===== config.mk =====
export PLATFORM = sky130hd
export DESIGN_NAME = tblink_rpc_pktarb
export DESIGN_NICKNAME = d
export VERILOG_FILES = /design/src/rtl/tblink_rpc_pktarb.sv
export SDC_FILE = /design/constraint.sdc
export NUM_CORES = 1
export LEC_CHECK = 0
export CAP_MARGIN = 20
export CORE_ASPECT_RATIO = 0.5
export CORE_MARGIN = 2
export CORE_UTILIZATION = 57
export DETAILED_ROUTE_END_ITERATION = 8
export DONT_BUFFER_PORTS = 1
export GPL_ROUTABILITY_DRIVEN = 0
export GPL_TIMING_DRIVEN = 0
export PLACE_DENSITY_LB_ADDON = 0.2
export SYNTH_ARGS = -nofsm -noshare
export SYNTH_HDL_FRONTEND = slang
export SYNTH_SLANG_ARGS = --single-unit
export TNS_END_PERCENT = 1

===== constraint.sdc =====
create_clock -name uclock -period 2.5 [get_ports uclock]
set_input_delay 0.5 -clock uclock [delete_from_list [all_inputs] [get_ports uclock]]
set_output_delay 0.5 -clock uclock [all_outputs]
set_load 0.02 [all_outputs]

===== src/rtl/tblink_rpc_pktarb.sv =====
// tblink_rpc_pktarb: packet-level round-robin arbiter sharing one byte stream among N_PORTS requesters
module tblink_rpc_pktarb #(
  parameter int N_PORTS = 4,
  parameter int CNT_W = 16
) (
  input  logic                   uclock,
  input  logic                   reset,
  input  logic [8*N_PORTS-1:0]   i_dat,
  input  logic [N_PORTS-1:0]     i_valid,
  output logic [N_PORTS-1:0]     i_ready,
  input  logic [N_PORTS-1:0]     en_mask,
  output logic [7:0]             o_dat,
  output logic                   o_valid,
  input  logic                   o_ready,
  output logic                   o_last,
  output logic [N_PORTS-1:0]     grant,
  output logic                   busy,
  output logic [CNT_W-1:0]       pkt_count
);
  localparam int IW = $clog2(N_PORTS);
  typedef enum logic [1:0] {IDLE, HDR, LEN, PAY} state_t;
  state_t state, state_n;
  logic [IW-1:0] last_grant, lg_n, sel, cand;
  logic [N_PORTS-1:0] grant_n, elig;
  logic [7:0] rem, rem_n;
  logic [CNT_W-1:0] cnt_n;
  logic found, xfer, last_cond, done;
  assign elig = i_valid & en_mask;
  assign busy = state != IDLE;
  assign o_dat = busy ? i_dat[8*last_grant +: 8] : 8'h00;
  assign o_valid = busy & i_valid[last_grant];
  assign i_ready = grant & {N_PORTS{o_ready}};
  assign xfer = o_valid & o_ready;
  assign last_cond = (state == LEN && o_dat == 8'h00) || (state == PAY && rem == 8'd1);
  assign o_last = o_valid & last_cond;
  assign done = o_last & o_ready;
  // Scanning downward lets the nearest port after last_grant overwrite farther ones.
  always_comb begin
    found = 1'b0;
    sel = last_grant;
    cand = '0;
    for (int i = N_PORTS; i >= 1; i--) begin
      cand = IW'((int'(last_grant) + i) % N_PORTS);
      if (elig[cand]) begin
        found = 1'b1;
        sel = cand;
      end
    end
  end
  always_comb begin
    state_n = state;
    grant_n = grant;
    lg_n = last_grant;
    rem_n = rem;
    cnt_n = pkt_count;
    case (state)
      IDLE: if (found) begin
        state_n = HDR;
        grant_n = N_PORTS'(1) << sel;
        lg_n = sel;
      end
      HDR: if (xfer) state_n = LEN;
      LEN: if (xfer) begin
        rem_n = o_dat;
        state_n = PAY;
      end
      PAY: if (xfer) rem_n = rem - 8'd1;
      default: state_n = IDLE;
    endcase
    if (done) begin
      state_n = IDLE;
      grant_n = '0;
      cnt_n = pkt_count + 1'b1;
    end
  end
  always_ff @(posedge uclock) begin
    if (!reset) begin
      state <= IDLE;
      grant <= '0;
      last_grant <= IW'(N_PORTS - 1);
      rem <= '0;
      pkt_count <= '0;
    end else begin
      state <= state_n;
      grant <= grant_n;
      last_grant <= lg_n;
      rem <= rem_n;
      pkt_count <= cnt_n;
    end
  end
endmodule

After elaboration in Yosys (flattened, before gate mapping)

Index checks and enable logic that the tools add are counted.
Widths: inputs -> output; s select.

Magnitude comparators: 5
Eq/ne operators: 8
Reduce and logical (&&, ||, !) cells: 12
Add/sub/neg operators: 6
Multiplexer cells: 26
Bitwise operators: 7
Shift operators: 2

Operators with widths:

| kind                  | number |
|---|---|
| $shiftx 32x6->8       | 1 |
| $mux 8                | 3 |
| $add 16x1->16 const B | 1 |
| $pmux 8 s2            | 1 |
| $lt 2x3->1 const B    | 5 |
| $mux 2                | 7 |
| $bmux 1 s2            | 5 |
| $mux 1                | 9 |
| $and 4x4->4           | 2 |
| $eq 8x1->1 const B    | 1 |
| $logic_not 8->1       | 1 |
| $ne 2x2->1 const B    | 4 |
| $sub 8x1->8 const B   | 1 |
| $pmux 2 s3            | 1 |
| $add 2x1->2 const B   | 2 |
| $add 2x2->2 const B   | 2 |
| $and 1x1->1           | 4 |
| $eq 2x2->1 const B    | 2 |
| $reduce_and 4->1      | 1 |
| $reduce_bool 2->1     | 2 |
| $shl 1x2->4 const A   | 1 |
| $reduce_and 3->1      | 1 |
| $reduce_bool 3->1     | 1 |
| $eq 2x1->1 const B    | 1 |
| 6 further kinds       | 7 |

Word-level logic and storage cells: 71
Output and inout bits: 35
Register bits: 32
Bits of input ports: 43

Longest topological paths before layout

Word-level depth: 9
Mapped depth: 9
Mapped depth without buffers: 7

Least setup slack after synthesis

Ideal clock, no wire load.

Kind: input-to-output
Start point: input port i_dat[30]
End point: output port o_last
Arrival time: 2.608 ns
Setup slack: -0.608 ns
Required time: 2.000 ns
Buffers on the path: 2
Stages: 6
Cell sequence: mux4_2 > or4_1 > a2111o_1 > buf_6 > buf_6 > a21boi_0

Longest elaborated chain between the ends: 6

Ends and longest elaborated chain:

| element           | line | source |
|---|---|---|
| start, declared   | 8    | `input logic [8*N_PORTS-1:0] i_dat,` |
| $shiftx 32x6->8   | 30   | `assign o_dat = busy ? i_dat[8*last_grant +: 8] : 8'h00;` |
| $mux 8            | 30   |  |
| $logic_not 8->1   | 34   | `assign last_cond = (state == LEN && o_dat == 8'h00) \|\| (state == PAY && rem == 8'd1);` |
| $logic_and 1x1->1 | 34   |  |
| $logic_or 1x1->1  | 34   |  |
| $and 1x1->1       | 35   | `assign o_last = o_valid & last_cond;` |
| end, declared     | 15   | `output logic o_last,` |

Every way passes these cells.

Final worst setup path

Start point: register last_grant[0]
End point: output port o_last

Longest elaborated chain between the ends: 6
Elaborated cells on any way between the ends: 9
Those cells by class: shift: 1; mux: 3; bitwise: 2; reduce/logical: 3

Ends and longest elaborated chain:

| element                | line | source |
|---|---|---|
| start, declared        | 23   | `logic [IW-1:0] last_grant, lg_n, sel, cand;` |
| start signal, assigned | 80   | `last_grant <= IW'(N_PORTS - 1);` |
| start signal, assigned | 86   | `last_grant <= lg_n;` |
| $shiftx 32x6->8        | 30   |  |
| $mux 8                 | 30   |  |
| $logic_not 8->1        | 34   |  |
| $logic_and 1x1->1      | 34   |  |
| $logic_or 1x1->1       | 34   |  |
| $and 1x1->1 (*)        | 35   |  |

Every way passes the cells marked *; elsewhere a longest branch is shown, timed or not. The select of a mux whose other input is x is not followed.

==> impl_metrics.env <==
export IMPL_area_growth_pct=13.50
export IMPL_slowest_stage="or4_4"
export IMPL_rsz0062_at_grt="yes"
export IMPL_p_total_w=0.002183
export IMPL_p_seq_share_pct=29.3
export IMPL_violations="setup timing"
export IMPL_coreArea_um2=3904
export IMPL_status="finished, violations left"
export IMPL_power_leakage_nw=0.8777
export IMPL_dpl_cell_area_um2=2396
export IMPL_final_hold_violation_count=0
export IMPL_grt_pass1_wl_mm=9.680
export IMPL_finalWorstSetupSlack_ps=-554.3
export IMPL_path_cells="buf_6 > mux4_2 > or4_4 > a2111o_1 > buf_8 > a21boi_4"
export IMPL_p_clk_share_pct=22.9
export IMPL_worstMarginPinSlew_ps=810.7
export IMPL_endpoint_kind="output port"
export IMPL_whs_path_depth=2
export IMPL_irDropWorstVdd_uv=439.0
export IMPL_grtUsageTotal_pct=26.40
export IMPL_cap_violations=0
export IMPL_root_buffer="clkbuf_8"
export IMPL_power_density_nw_per_um2=830.1
export IMPL_postSynthAreaPerCell_um2=8.488
export IMPL_p_sw_w=0.0009074
export IMPL_grt_ovfl_total=0
export IMPL_place_inst=327
export IMPL_worstHoldPathType="flop to flop"
export IMPL_cts_buffer_depth=2
export IMPL_post_route_min_period_ps=3054
export IMPL_worst_r2r_path_depth=8
export IMPL_critical_path_depth=6
export IMPL_crit_fanout=5
export IMPL_max_freq_mhz=327.4
export IMPL_dieArea_um2=4622
export IMPL_cts_clk_slew_worst_paths_ps=70
export IMPL_post_dp_hpwl_mm=4.473
export IMPL_nNetsFinal=338
export IMPL_ys_seq_area_share_pct=27.65
export IMPL_clock_latency_ps=290
export IMPL_antenna_found_initial=0
export IMPL_syn_nets=323
export IMPL_grt_pass1_vias=2001
export IMPL_pwr_share_comb_pct=47.8
export IMPL_cp_arrival_ps=2550
export IMPL_crit_type="flop to output port"
export IMPL_wl_per_cell_um=17.74
export IMPL_cts_tree="built"
export IMPL_met3_length_um=608
export IMPL_yosysWarnings=0
export IMPL_dr_first_iter_drc_count=84
export IMPL_cpPeakStageDelay_ps=540
export IMPL_start_util_pct=59.36
export IMPL_wl_met1_mm=2.638
export IMPL_die_h_um=49.09
export IMPL_synthCells=273
export IMPL_synth_cell_types=48
export IMPL_syn_cell_area_um2=2317
export IMPL_postRouteAntennaNets=0
export IMPL_vias_per_cell=6.513
export IMPL_grt_max_degree=11
export IMPL_cp_required_ps=2000
export IMPL_fin_skew_ps=11.90
export IMPL_drt_total_wl_mm=6.085
export IMPL_async_flop_share_pct=0
export IMPL_cts_sinks=32
export IMPL_num_vias=2234
export IMPL_internal_power_w=0.001276
export IMPL_die_w_um=94.17
export IMPL_path_buf_inv=2
export IMPL_synth_seq_cells=32
export IMPL_finalSetupViolations=23
export IMPL_final_area_um2=2630
export IMPL_drcViolationCount=0
export IMPL_postCtsHoldBufs=0
export IMPL_synth_edf_count=0
export IMPL_numCtsBuffers=5
export IMPL_drt_pass1_iterations=4
export IMPL_dr_max_layer_used="met4"
export IMPL_relSlewSlack_pct=45.45
export IMPL_synth_ff_type="dfxtp_1"
export IMPL_htreeDepth=2
export IMPL_num_rows=16
export IMPL_start_kind="flop"
export IMPL_io_pins=78
export IMPL_fin_cells=343
export IMPL_report_final_slew_viol_count=0
export IMPL_wl_met2_mm=2.796
export IMPL_drive_above_1_share_pct=19.38
export IMPL_numPortBuffers=0
export IMPL_p_sw_share_pct=41.56
export IMPL_diodes=0
export IMPL_cpLargestDelayFamily="compound AO/OA/AOI/OAI gates"
export IMPL_num_fill_cells=326
export IMPL_min_period_over_period_pct=122.2
[per-stage QoR]
| step | TNS, ps | util (%) | setup slack [ps] | hold slack, ps |
|---|---|---|---|---|
| final | -4830 | 67.37 | -554.3 | 495.5 |
| after global routing | -6538 | 67.37 | -611.8 | 519.5 |
| after CTS | -6000 | 65.71 | -670.4 | 491.2 |
| after detailed placement | -6825 | 61.38 | -522.7 | 480.1 |
| after global placement | -6157 | 61.38 | -521.2 | 479.3 |
| after floorplan | -336.2 | - | -299.3 | 461.4 |
[worst reg2reg max path, cell delays in order, from the launching register on]
cell and delay (ps):
dfxtp_2 320, buf_6 120, mux4_2 510, or4_4 540
a2111o_1 430, buf_4 170, buf_6 140, a2111oi_4 350
mux2i_1 220
[area by class of cell]
class | instances | area (um2) | share of cell area (%)
Multi-Input combinational cell | 213 | 1614 | 61.37
Sequential cell | 32 | 643.1 | 24.45
Timing Repair Buffer | 10 | 78.83 | 2.997
Buffer | 15 | 77.57 | 2.950
Clock buffer | 6 | 72.57 | 2.759
Tap cell | 54 | 67.56 | 2.569
Inverter | 11 | 41.29 | 1.570
Clock inverter | 2 | 35.03 | 1.332
[logic make-up (layout without fill, tap and decap cells)]
family | count (synthesis) | count (layout) | share of synthesized area, %
flops | 32 | 32 | 27.65
fa+ha+maj | 7 | 7 | 3.780
buf+inv | 28 | 44 | 5.507
compound gates | 64 | 64 | 20.52
mux | 27 | 27 | 16.14
simple gates | 115 | 115 | 26.40
[final timing paths]
kind	startpoint	end	slack (ps)
worst max-delay path	last_grant[0]	o_last	-550
worst min-delay path	rem[6]	rem[6]	500
worst max register to register	last_grant[0]	pkt_count[7]	-360
worst min register to register	rem[6]	rem[6]	500
[cell usage after synthesis, types with 2 or more instances]
library cell,number,area [um2]
nand2_1,36,135.1
dfxtp_1,32,640.6
mux2i_1,19,190.2
a21oi_1,16,80.08
clkbuf_1,14,52.55
nand2b_1,13,81.33
and2_1,12,75.07
a211oi_1,11,82.58
inv_1,11,41.29
nand3_1,10,50.05
nor2_1,10,37.54
nand4_1,8,50.05
ha_1,7,87.58
o21ai_0,7,35.03
nor3_1,5,25.02
mux4_1,4,105.1
a22o_1,3,26.28
a32o_1,3,30.03
buf_6,3,33.78
mux4_2,3,67.56
nand3b_1,3,22.52
o211ai_1,3,22.52
o31a_1,3,26.28
or3b_2,3,26.28
or4_1,3,22.52
a2111oi_0,2,17.52
a211o_1,2,17.52
a21boi_0,2,15.01
and3_1,2,12.51
nor2b_1,2,12.51
nor4_1,2,12.51
o22ai_1,2,12.51
or2_2,2,12.51
[per-layer routing]
layer  GRT usage, %  vias up
met5              0        -
met4          5.797        0
met3          7.110        4
met2          42.86      115
met1          35.49     1073
li1               -     1042
[state kept, by name, summed over array words and instances (netlist names)]
signal / flops
grant: 4
state: 2
pkt_count: 16
rem: 8
last_grant: 2
[power by group through the flow]
stage	registers, W	logic (W)	clock network (W)
detailed placement	0.000628	0.000971	0
global placement	0.000625	0.000946	0
finish	0.000639	0.00104	0.000501
floorplan	0.000618	0.000801	0
global route	0.000646	0.00113	0.000527
CTS	0.000636	0.00101	0.000496
[placed cells by master (no fill, tap or decap), drive strengths merged, types with 3 or more instances in the layout]
cell     Yosys  routed
nand2       36      36
dfxtp       32      32
mux2i       19      19
clkbuf      14      19
a21oi       17      17
nand2b      13      13
and2        12      12
buf          3      12
inv         11      11
a211oi      11      11
nor2        10      10
nand3       10      10
nand4        8       8
o21ai        8       8
mux4         7       7
ha           7       7
nor3         5       5
or3b         3       3
a22o         3       3
a32o         3       3
o211ai       3       3
nand3b       3       3
o31a         3       3
or4          3       3
a2111oi      3       3
[repair_timing]
item                                    in CTS  in global routing
pin swaps                                    4                  3
cloned                                       0                  0
resized for setup                           11                 16
endpoints found under the setup margin      33                 30
buffers inserted                             5                  5
Note: power is estimated with default switching activity, not from simulation.
